File: src/rtl/ppu_stream.sv
// Streaming pixel generator: an input FIFO feeding a one-deep output register,
// with an IDLE/ACTIVE frame sequencer producing test patterns or passthrough pixels.
module ppu_stream #(
  parameter int H_PIXELS   = 32,
  parameter int V_LINES    = 32,
  parameter int PIX_W      = 8,
  parameter int FIFO_DEPTH = 32
) (
  input  logic                          clk,
  input  logic                          rst,
  input  logic                          sync,
  input  logic [2:0]                    mode,
  input  logic [PIX_W-1:0]              in_data,
  input  logic                          in_valid,
  output logic                          in_ready,
  output logic [PIX_W-1:0]              out_data,
  output logic                          out_valid,
  input  logic                          out_ready,
  output logic [$clog2(FIFO_DEPTH):0]   fifo_level,
  output logic [7:0]                    frame_count
);

  localparam int AW = $clog2(FIFO_DEPTH);
  localparam int LW = AW + 1;
  localparam int HW = $clog2(H_PIXELS);
  localparam int VW = $clog2(V_LINES);
  localparam logic [HW-1:0] H_LAST = HW'(H_PIXELS - 1);
  localparam logic [VW-1:0] V_LAST = VW'(V_LINES - 1);
  localparam logic [LW-1:0] LVL_FULL = LW'(FIFO_DEPTH);

  typedef enum logic {IDLE, ACTIVE} state_t;

  state_t                  state;
  logic [PIX_W-1:0]        mem [FIFO_DEPTH];
  logic [AW-1:0]           wr_ptr;
  logic [AW-1:0]           rd_ptr;
  logic [HW-1:0]           h_cnt;
  logic [VW-1:0]           v_cnt;
  logic [PIX_W-1:0]        pix_p0;
  logic                    vld_p0;
  logic                    fifo_has;
  logic                    pix_avail;
  logic                    load;
  logic                    push;
  logic                    pop;
  logic [PIX_W-1:0]        next_pix;

  // Pattern generator; h/v/frame are pre-sized to PIX_W so XOR and the mode-2 sum wrap naturally.
  function automatic logic [PIX_W-1:0] gen_pixel(
    input logic [2:0]       m,
    input logic [PIX_W-1:0] hx,
    input logic [PIX_W-1:0] vx,
    input logic [PIX_W-1:0] fx,
    input logic [PIX_W-1:0] head,
    input logic             have_head
  );
    logic [PIX_W-1:0] pix;
    case (m)
      3'd0:    pix = head;
      3'd1:    pix = hx ^ vx;
      3'd2:    pix = (vx + fx) ^ hx;
      3'd3:    pix = {PIX_W{hx[3] ^ vx[3]}};
      3'd4:    pix = have_head ? head : (hx ^ vx);
      default: pix = '0;
    endcase
    return pix;
  endfunction

  assign in_ready  = (fifo_level != LVL_FULL);
  assign fifo_has  = (fifo_level != '0);
  assign push      = in_valid && in_ready;
  assign pix_avail = (mode != 3'd0) || fifo_has;
  assign load      = (!vld_p0 || out_ready) && (state == ACTIVE) && pix_avail;
  assign pop       = load && ((mode == 3'd0) || (mode == 3'd4)) && fifo_has;
  assign next_pix  = gen_pixel(mode, PIX_W'(h_cnt), PIX_W'(v_cnt), PIX_W'(frame_count),
                               mem[rd_ptr], fifo_has);

  always_ff @(posedge clk) begin
    if (push) mem[wr_ptr] <= in_data;
  end

  always_ff @(posedge clk) begin
    if (rst) begin
      wr_ptr     <= '0;
      rd_ptr     <= '0;
      fifo_level <= '0;
    end else begin
      if (push) wr_ptr <= wr_ptr + 1'b1;
      if (pop)  rd_ptr <= rd_ptr + 1'b1;
      case ({push, pop})
        2'b10:   fifo_level <= fifo_level + 1'b1;
        2'b01:   fifo_level <= fifo_level - 1'b1;
        default: fifo_level <= fifo_level;
      endcase
    end
  end

  // Sequencer: sync restarts the raster but never bumps the frame counter.
  always_ff @(posedge clk) begin
    if (rst) begin
      state       <= IDLE;
      h_cnt       <= '0;
      v_cnt       <= '0;
      frame_count <= '0;
    end else begin
      case (state)
        IDLE: begin
          if (sync) state <= ACTIVE;
        end
        ACTIVE: begin
          if (sync) begin
            h_cnt <= '0;
            v_cnt <= '0;
          end else if (load) begin
            if (h_cnt == H_LAST) begin
              h_cnt <= '0;
              if (v_cnt == V_LAST) begin
                v_cnt       <= '0;
                frame_count <= frame_count + 8'd1;
              end else begin
                v_cnt <= v_cnt + 1'b1;
              end
            end else begin
              h_cnt <= h_cnt + 1'b1;
            end
          end
        end
        default: state <= IDLE;
      endcase
    end
  end

  // Stage p0: output register; an accepted beat with nothing new behind it clears valid.
  always_ff @(posedge clk) begin
    if (rst) begin
      vld_p0 <= 1'b0;
      pix_p0 <= '0;
    end else if (load) begin
      vld_p0 <= 1'b1;
      pix_p0 <= next_pix;
    end else if (out_ready) begin
      vld_p0 <= 1'b0;
    end
  end

  assign out_data  = pix_p0;
  assign out_valid = vld_p0;

endmodule

File: config.mk
export PLATFORM = sky130hd
export DESIGN_NAME = ppu_stream
export DESIGN_NICKNAME = d
export VERILOG_FILES = /design/src/rtl/ppu_stream.sv
export SDC_FILE = /design/constraint.sdc
export NUM_CORES = 1
export LEC_CHECK = 0
export ABC_CLOCK_PERIOD_IN_PS = 7400
export CAP_MARGIN = 20
export CORE_ASPECT_RATIO = 1.4
export CORE_UTILIZATION = 65
export CTS_BUF_LIST = sky130_fd_sc_hd__clkbuf_8 sky130_fd_sc_hd__clkbuf_16
export DETAILED_ROUTE_END_ITERATION = 8
export PLACE_DENSITY_LB_ADDON = 0.1
export SLEW_MARGIN = 0
export SYNTH_ARGS = -nofsm -noshare
export SYNTH_HDL_FRONTEND = slang
export SYNTH_SLANG_ARGS = --single-unit
File: constraint.sdc
create_clock -name clk -period 7.4 [get_ports clk]
set_input_delay 0.74 -clock clk [delete_from_list [all_inputs] [get_ports clk]]
set_output_delay 0.74 -clock clk [all_outputs]
set_load 0.02 [all_outputs]
==> impl_results.rst <==
.. list-table::
   :header-rows: 1

   * - Metric
     - Value
   * - Critical path start-end classification
     - in -> reg
   * - Resized Gates After CTS
     - 0
   * - Clock-pin transition on the worst setup and hold timing paths
     - 0.06 ns
   * - Max rail drop VDD
     - 0.224 mV
   * - Pin count of the biggest net entering global routing
     - 56
   * - TritonCTS clock tree
     - built
   * - Tightest Hold Check Type
     - reg -> reg
   * - Area inside the core boundary
     - 0.0193 sq mm
   * - Via/cell ratio
     - 6.51
   * - Synthesis-stage register bit count
     - 305
   * - Number of antenna cells inserted
     - 0
   * - Bufs on Longest Clock Path
     - 3
   * - Half-perimeter wire length of the detailed placement result
     - 17500 um
   * - Count of buffers inserted at the top-level ports
     - 39
   * - Result of the run
     - finished, final reports clean
   * - Highest-delay cell along the critical path
     - sky130_fd_sc_hd__a211oi_2
   * - Root buffer cell
     - sky130_fd_sc_hd__clkbuf_16
   * - Vias in the first global route
     - 7204
   * - List of cells traversed by the critical path
     - clkdlybuf4s50_1 > or2_2 > a211oi_2 > ha_1 > nor3b_1 > a21oi_1 > o22ai_1 > mux2i_1 > a21oi_1 > mux2_2
   * - Top Ports
     - 40
   * - Data required, critical path
     - 7.82 ns
   * - Worst Tran Pin Value
     - 0.926 ns
   * - Total of warnings raised by yosys
     - 0
   * - Leakage dissipation
     - 0.00465 uW
   * - Hold Violations, Final
     - 0
   * - Crit path buf inv count
     - 1
   * - Setup TNS after final layout
     - 0 ns
   * - Drc violations
     - 0
   * - Clock period minus worst slack
     - 3.64 ns
   * - Setup repair after global routing missed its margin
     - no
   * - Worst slew margin relative to its limit
     - 0.380
   * - Maximum level of the CTS H-tree
     - 1
   * - Post-Syn Area per Cell
     - 16.3 sq um
   * - Crit share post-route
     - 0.492
   * - Critical path's largest stage delay
     - 0.64 ns
   * - Wire length of the first global-routing pass
     - 41900 um
   * - CTS Sinks
     - 305
   * - Data arrival time of the critical path
     - 4.07 ns
   * - Number of nets still failing antenna checks after routing
     - 0
   * - Site Rows
     - 60
   * - Inserted Clock Buffers
     - 29
   * - Final layout net count
     - 866
   * - Initial antenna violation count
     - 0
   * - Count of distinct cell types in the synthesized netlist
     - 61
   * - Post-synth design cell area
     - 0.0128 sq mm
   * - Final count of pins violating max slew
     - 0
   * - Most frequent standard cell in the layout excluding fill and tap cells
     - sky130_fd_sc_hd__edfxtp_1
   * - Count of filler cells inserted in the layout
     - 1102
   * - Synth-to-Final Area Change
     - 12.9%
   * - Die Y
     - 168 um
   * - Power Total
     - 3560 uW
   * - Die Span X
     - 121 um
   * - # Post-CTS Setup Buffers
     - 0
   * - Kind of cell adding the most delay to the critical path
     - compound AO/OA/AOI/OAI gates
   * - Seq/Total Area, Yosys
     - 0.676
   * - Number of design-rule violations left by the first detailed-router iteration
     - 714
   * - Type of origin of the critical path
     - input pin
   * - Share of cells above drive strength 1
     - 0.152
   * - Final GP Congestion
     - 0.947
   * - Worst hold-check slack
     - 0.539 ns
   * - Max Cap Violations
     - 0
   * - Starting density of the core
     - 0.665
   * - Library cell appearing most often on the critical path
     - sky130_fd_sc_hd__a21oi_1
   * - Fmax
     - 275 MHz
   * - Most used flip-flop cell after synthesis
     - sky130_fd_sc_hd__edfxtp_1
   * - Syn nets
     - 820
   * - Gate count of the mapped netlist
     - 785
   * - Count of final setup violators
     - 0
   * - Largest fanout on the critical path
     - 13
   * - Share of flip-flops with an asynchronous set or reset
     - 0
   * - Die Outline Area
     - 0.0203 sq mm
   * - Worst-skew pair later-pin latency
     - 0.54 ns
   * - Number of vias after detailed routing
     - 7173
   * - Total power per unit cell area
     - 246 mW/mm^2
   * - Worst clock skew
     - 0.0136 ns
   * - Hold bufs inserted after CTS
     - 0
   * - 1st-pass router iterations
     - 7
   * - Wirelength per Cell
     - 25.2 um
   * - Total congestion overflow after global routing
     - 0
   * - Leading cell types in the layout, fill and taps excluded
     - sky130_fd_sc_hd__edfxtp_1, sky130_fd_sc_hd__nor2_1, sky130_fd_sc_hd__mux4_2, sky130_fd_sc_hd__dfxtp_1, sky130_fd_sc_hd__clkdlybuf4s50_1
   * - Total length of routed wires
     - 27700 um
   * - Capturing element type of the critical path
     - flop
   * - Post-synth EDFFs
     - 256
   * - All-layer global routing usage
     - 0.282
==> cells by family after synthesis <==
group	share of synthesized area
fa+ha+maj	0.0191
flops	0.676
xor+xnor	0.0184
mux	0.140
simple gates	0.0732
compound gates	0.0521
buf+inv	0.0216
==> final cells by class <==
class | instances | area [sq um] | area share
Clock buffer | 33 | 792 | 0.0547
Clock inverter | 20 | 189 | 0.0130
Inverter | 13 | 48.8 | 0.00337
Multi-Input combinational cell | 430 | 3890 | 0.268
Sequential cell | 305 | 8670 | 0.599
Tap cell | 248 | 310 | 0.0214
Timing Repair Buffer | 52 | 586 | 0.0404
==> sequential cells by signal, summed over array words and instances (netlist names), named ones only <==
| signal | cells |
|---|---|
| out_data | 8 |
| mem | 256 |
| out_valid | 1 |
| h_cnt | 5 |
| rd_ptr | 5 |
| fifo_level | 6 |
| frame_count | 8 |
| wr_ptr | 5 |
| state | 1 |
| v_cnt | 5 |
==> worst min-delay path: stages, from the launching register on <==
cell                      delay, ns
sky130_fd_sc_hd__dfxtp_1       0.32
sky130_fd_sc_hd__xor2_1        0.06
sky130_fd_sc_hd__nor2_1        0.11
==> worst paths after layout <==
check / from / endpoint / slack (ns) / depth (start not counted)
hold / removal: rd_ptr[4] / rd_ptr[4] / 0.54 / 2
hold reg to reg: rd_ptr[4] / rd_ptr[4] / 0.54 / 2
setup reg to reg: fifo_level[1] / fifo_level[5] / 4.07 / 11
setup / recovery: mode[0] / fifo_level[5] / 3.76 / 10
==> synthesized netlist by cell type (all sizes together) (3+ instances only) <==
cell type / instances / share of area
a32oi: 3 / 0.0020
or2: 3 / 0.0015
a21oi: 32 / 0.012
nor2: 73 / 0.021
nand3: 13 / 0.0051
a22o: 4 / 0.0027
o22ai: 3 / 0.0015
nor3: 14 / 0.0055
clkbuf: 15 / 0.0048
inv: 13 / 0.0038
a211oi: 4 / 0.0027
nand4: 6 / 0.0029
o21a: 4 / 0.0023
ha: 18 / 0.018
nor3b: 6 / 0.0035
a221o: 3 / 0.0023
nand2: 36 / 0.011
edfxtp: 256 / 0.60
o21ai: 25 / 0.0098
mux2: 5 / 0.0044
mux4: 70 / 0.13
a221oi: 4 / 0.0027
nand2b: 4 / 0.0019
nand3b: 5 / 0.0029
or3: 6 / 0.0029
xnor2: 14 / 0.0096
nor2b: 10 / 0.0049
a31oi: 3 / 0.0015
xor2: 13 / 0.0089
dfxtp: 49 / 0.076
o31ai: 3 / 0.0018
and2: 4 / 0.0019
and3: 4 / 0.0019
mux2i: 13 / 0.010
buf: 22 / 0.013
a22oi: 3 / 0.0018
==> through the flow <==
step | instance area (sq um) | setup slack [ns] | cells | util
after global routing | 14500 | 3.46 | 1101 | 0.751
final | 14500 | 3.76 | 1101 | 0.751
after global placement | 13300 | 3.30 | 1040 | 0.692
after detailed placement | 13300 | 3.20 | 1040 | 0.692
after floorplan | 12800 | 3.93 | 785 | -
after CTS | 14300 | 3.78 | 1093 | 0.743
==> metal layers <==
metal | global-route usage | part of all wire | up-vias
li1 | - | - | 3186
met1 | 0.361 | 0.38 | 3595
met2 | 0.502 | 0.53 | 336
met3 | 0.0379 | 0.061 | 56
met4 | 0.0832 | 0.030 | 0
met5 | 0 | 0 | -
==> report_power, final <==
group          switching [uW]  internal, uW  total, uW
combinational             100          69.4        170
clock                     599           899       1500
sequential               17.0          1880       1890
total                     716          2840       3560
No activity file was read; power rests on OpenSTA's default activity.
==> patch 1, RTL diff (same flow settings) <==
The parameter `V_LINES` goes from 32 to 64.
--- a/src/rtl/ppu_stream.sv
+++ b/src/rtl/ppu_stream.sv
@@ -4,3 +4,3 @@
   parameter int H_PIXELS   = 32,
-  parameter int V_LINES    = 32,
+  parameter int V_LINES    = 64,
   parameter int PIX_W      = 8,
Behaviour: no difference found for any inputs over 4 cycles, from zero or initial values and one cycle with rst high; that may be too few to reach the edited logic, so the function may still have changed.
==> patch 1 against the unedited design <==
Sequential share of layout area increased by 1.1 points. Design area fell by 1.6%. Largest cell class unchanged. Sequential cell count is 1 higher. Wire length increased by 3.0%. Setup slack got worse by 0.032 ns. Clock power shrank 6%. Power is 2.4% lower. Synthesized area down 1.2%. Highest routed layer unchanged. Critical path type unchanged. Critical path depth rose by 2. Global-route usage is 0.28 points higher.
==> patch 1: results (changes against the unedited design) <==
[yosys]
synth.top_cells.by_area = edfxtp_1 (61%), mux4_2 (12%), dfxtp_1 (7.9%)
ys_seq_area_share_pct = 68.5  ; +1.0 points
synthTopCellsByCount = edfxtp_1 (256), nor2_1 (73), mux4_2 (65)
synth-xor-area-share_pct = 2.28  ; +0.44 points
syn_nets = 807  ; -1.6%
synth_edf_count = 256  ; unchanged
synthArstFlopShare_pct = 0  ; unchanged
synth_area_per_cell_um2 = 16.4  ; +0.43%
synth_fa_ha_area_share_pct = 1.93  ; +0.024 points
synth_mux_area_share_pct = 13.1  ; -0.95 points
synth_compound_area_share_pct = 5.39  ; +0.18 points
synth.distinct_cells = 56  ; -8.2%

[place]
port_buffers = 39  ; unchanged
dp_cells = 1024  ; -1.5%
post-place-ws_ns = 3.21  ; +0.00994 ns
dpl_cell_area_um2 = 13200  ; -0.81%
place_congestion = 0.959  ; +1.3%
dp_hpwl_mm = 17.4  ; -0.51%

[worst_setup_path]
cp.arrival_ns = 4.08  ; about the same
slowest_stage = clkdlybuf4s50_1
slowest_delay_ns = 0.56  ; -0.08 ns
timing.rr.start = state
crit_path_start = mode[1]

[power]
leakagePower_uw = 0.00462  ; -0.64%
ir_drop_mv = 0.250  ; +12%

[outcome]
outcome = completed

[detailed_routing]
detail_route.first_pass.iterations = 5  ; -2
wl_met3_mm = 1.64  ; -3.7%
vias = 7144  ; -0.40%
drt-met1-wl_mm = 10.5  ; +0.69%
drt_iter0_markers = 816  ; +14%
wl_met2_mm = 15.2  ; +2.7%
wl_per_cell_um = 26.4  ; +4.9%

[cells_and_area]
syn_to_final_growth_pct = 12.5
drive_above_1_share_pct = 15.7  ; +0.49 points
finalNetCount = 846  ; -2.3%
final_cells = 1081  ; -1.8%

[grt]
gr-usage-met3_pct = 3.61  ; -0.18 points
grt_max_degree = 59  ; +5.4%
grt_pass1_vias = 7228  ; +0.33%
grt_pass1_wl_mm = 41.8  ; -0.27%
antenna_found_initial = 0  ; unchanged
use_met1_pct = 35.6  ; -0.44 points
grt_usage_pct = 28.5  ; +0.28 points
gr-usage-met2_pct = 49.6  ; -0.60 points

[clock_tree]
cts_made_buffers = 28  ; -3.4%
cts_buffer_depth = 3  ; unchanged

[timing]
worstMarginPinSlew_ns = 1.16  ; +0.229 ns
skew_ns = 0.0180  ; +0.00440 ns

[flow_run]
cap_viol_max_count = 0  ; unchanged

## patch 1: path summary, 6_finish.rpt
path | end | slack, ns | cells after the start
max | fifo_level[4] | 3.73 | 12
max reg2reg | fifo_level[4] | 4.07 | 11
min reg2reg | flip-flop | 0.54 | 2
min | flip-flop | 0.54 | 2
## patch 1: power by group
| part | total, uW | switching, uW | internal (uW) |
|---|---|---|---|
| clock network | 1410 | 625 | 781 |
| logic | 168 | 99.8 | 68.1 |
| registers | 1900 | 17.5 | 1880 |
| total | 3470 | 742 | 2730 |
## patch 1: worst min-delay path, delay by kind of cell (launching register included)
family        cells  cell delay (ns)
xor+xnor          1             0.07
flops             1             0.32
simple gates      1             0.10
## patch 1: cell type report
type / instances / area (um^2)
inverters: 12 / 45.0
well taps: 248 / 310
multi-input cells: 415 / 3750
clock inverters: 23 / 165
repair buffers: 48 / 566
fillers: 1154 / 4890
flip-flops and latches: 306 / 8690
clock buffers: 29 / 726
==> patch 2, RTL diff (same flow settings) <==
Made on the original files. Add an input register stage for `mode`, cleared by the reset; this delays it by one clock. The other inputs are not delayed to match.
--- a/src/rtl/ppu_stream.sv
+++ b/src/rtl/ppu_stream.sv
@@ -31,2 +31,12 @@
   typedef enum logic {IDLE, ACTIVE} state_t;
+
+  logic [2:0] mode_q;
+
+  always_ff @(posedge clk) begin
+    if (rst) begin
+      mode_q <= '0;
+    end else begin
+      mode_q <= mode;
+    end
+  end
 
@@ -71,6 +81,6 @@
   assign push      = in_valid && in_ready;
-  assign pix_avail = (mode != 3'd0) || fifo_has;
+  assign pix_avail = (mode_q != 3'd0) || fifo_has;
   assign load      = (!vld_p0 || out_ready) && (state == ACTIVE) && pix_avail;
-  assign pop       = load && ((mode == 3'd0) || (mode == 3'd4)) && fifo_has;
-  assign next_pix  = gen_pixel(mode, PIX_W'(h_cnt), PIX_W'(v_cnt), PIX_W'(frame_count),
+  assign pop       = load && ((mode_q == 3'd0) || (mode_q == 3'd4)) && fifo_has;
+  assign next_pix  = gen_pixel(mode_q, PIX_W'(h_cnt), PIX_W'(v_cnt), PIX_W'(frame_count),
                                mem[rd_ptr], fifo_has);
Function: changed (a bounded check fails within 4 cycles, from zero or initial values and one cycle with rst high).
==> patch 2 against the unedited design <==
Design area grew 1.1%. Largest cell class unchanged. Sequential cell count grew 3. Via count grew 5.2%. Largest power group unchanged. Synthesized area grew 1.0%. Setup slack gained 0.17 ns. Sequential share of layout area shrank 0.24 points. Sequential power grew 2%. Core utilization grew 0.53 points. Critical path type is now flip-flop to flip-flop. Highest routed layer unchanged. Hold slack lost 0.025 ns. Non-clock buffer count is the same. Wire length grew 3.2%. Power grew 4.4%.
==> patch 2: results (changes against the unedited design) <==
[grt]
antenna_found_initial = 0  ; unchanged
grt_pass1_vias = 7834  ; +8.7%
grt_max_degree = 59  ; +5.4%
gr-usage-met3_pct = 4.04  ; +0.25 points
gr-usage-met2_pct = 52.0  ; +1.8 points
grt_usage_pct = 28.9  ; +0.70 points
grt_pass1_wl_mm = 43.6  ; +4.0%
use_met1_pct = 35.2  ; -0.92 points

[min_path]
hold_class = flip-flop to flip-flop

[yosys]
synth_warnings = 0  ; unchanged
synth_edf_count = 256  ; unchanged
ys_seq_area_share_pct = 67.3  ; -0.23 points
syn_nets = 852  ; +3.9%
syn-instance-count = 817  ; +4.1%
synthArstFlopShare_pct = 0  ; unchanged
synthTopCellsByCount = edfxtp_1 (256), nor2_1 (76), mux4_2 (64)
synth.top_cells.by_area = edfxtp_1 (59%), mux4_2 (11%), dfxtp_1 (8.0%)
synth.distinct_cells = 68  ; +11%

[outcome]
outcome = completed

[clock_tree]
root_buffer = clkbuf_16
worstSkewPairLatency_ns = 0.56  ; +0.02 ns
cts_made_buffers = 30  ; +3.4%
post_cts_resized = 0  ; unchanged
cts_buffer_depth = 3  ; unchanged
cts_setup_buffers = 0  ; unchanged
h-tree-depth = 1  ; unchanged
cts.clk_slew.worst_paths_ns = 0.06  ; about the same

[power]
ir_drop_mv = 0.233  ; +4.2%
leakagePower_uw = 0.00473  ; +1.9%

[detailed_routing]
drt_iter0_markers = 843  ; +18%
detail_route.first_pass.iterations = 5  ; -2
vias = 7549  ; +5.2%
wl_mm = 28.6  ; +3.2%
via_per_inst = 6.69  ; +2.6%

[place]
dpl_cell_area_um2 = 13500  ; +1.3%
dp_cells = 1066  ; +2.5%
dp_hpwl_mm = 18.0  ; +2.7%
post-place-ws_ns = 3.45  ; +0.249 ns
port_buffers = 39  ; unchanged
place_congestion = 0.948  ; +0.15%

[cells_and_area]
registers.top_by_ff_count = mem
num_antenna_cells = 0  ; unchanged
drive_above_1_share_pct = 15.9  ; +0.65 points
largest_register_ffs = 256  ; unchanged
finalNetCount = 892  ; +3.0%

[timing]
skew_ns = 0.0119  ; -0.00163 ns
worstMarginPinSlew_ns = 1.06  ; +0.133 ns

[worst_setup_path]
crit_fanout = 10  ; -3
slowest_delay_ns = 0.64  ; about the same
slowest_stage = or4_4
cp.arrival_ns = 3.96  ; -0.11 ns

==> patch 2: cell types whose count changed in the layout (fill, tap and decap cells not counted), moves of 6 or more <==
cell / change
a21boi_1: +6
a22oi_1: +28
o21ai_0: -12
nand2_1: -7
a311oi_1: +6
mux4_1: -9
==> patch 2: worst paths after layout <==
| path | from | to | slack (ns) | cells after the start |
|---|---|---|---|---|
| setup / recovery | fifo_level[1] | fifo_level[4] | 3.93 | 11 |
| setup reg to reg | fifo_level[1] | fifo_level[4] | 3.93 | 11 |
| hold reg to reg | out_data[2] | out_data[2] | 0.51 | 2 |
| hold / removal | out_data[2] | out_data[2] | 0.51 | 2 |
==> patch 2: layout make-up <==
type                            count  area [um^2]
Tap cell                          248          310
Multi-Input combinational cell    452         3990
Timing Repair Buffer               52          603
Clock buffer                       30          751
Inverter                           13         48.8
Clock inverter                     26          205
Fill cell                        1143         4720
Sequential cell                   308         8730
==> patch 2: layer usage <==
metal  share of wire, %  up-vias
met2                 55      366
met1                 37     3807
met5                  0        -
met3                6.4       61
met4                2.4        0
li1                   -     3315
==> patch 2: worst max-delay path: cells and delay by family (launching register included) <==
kind            cells  cell delay [ns]
simple gates        3             1.19
compound gates      5             1.12
fa+ha+maj           2             0.52
flops               1             0.40
xor+xnor            1             0.18
==> patch 2: report_power, final <==
group,internal (uW),switching (uW)
Sequential,1900,35.5
Combinational,138,179
Clock,814,651
==> patch 2: kinds of logic after synthesis <==
kind of cell / count (synthesis) / synth area share, %
and+or+nand+nor: 210 / 8.26
xor gates and xnor gates: 19 / 1.28
adders and majority gates: 19 / 1.89
DFF: 308 / 67.3
muxes: 77 / 12.1
buffers and inverters: 57 / 1.89
AOI/OAI and AO/OA: 127 / 7.23
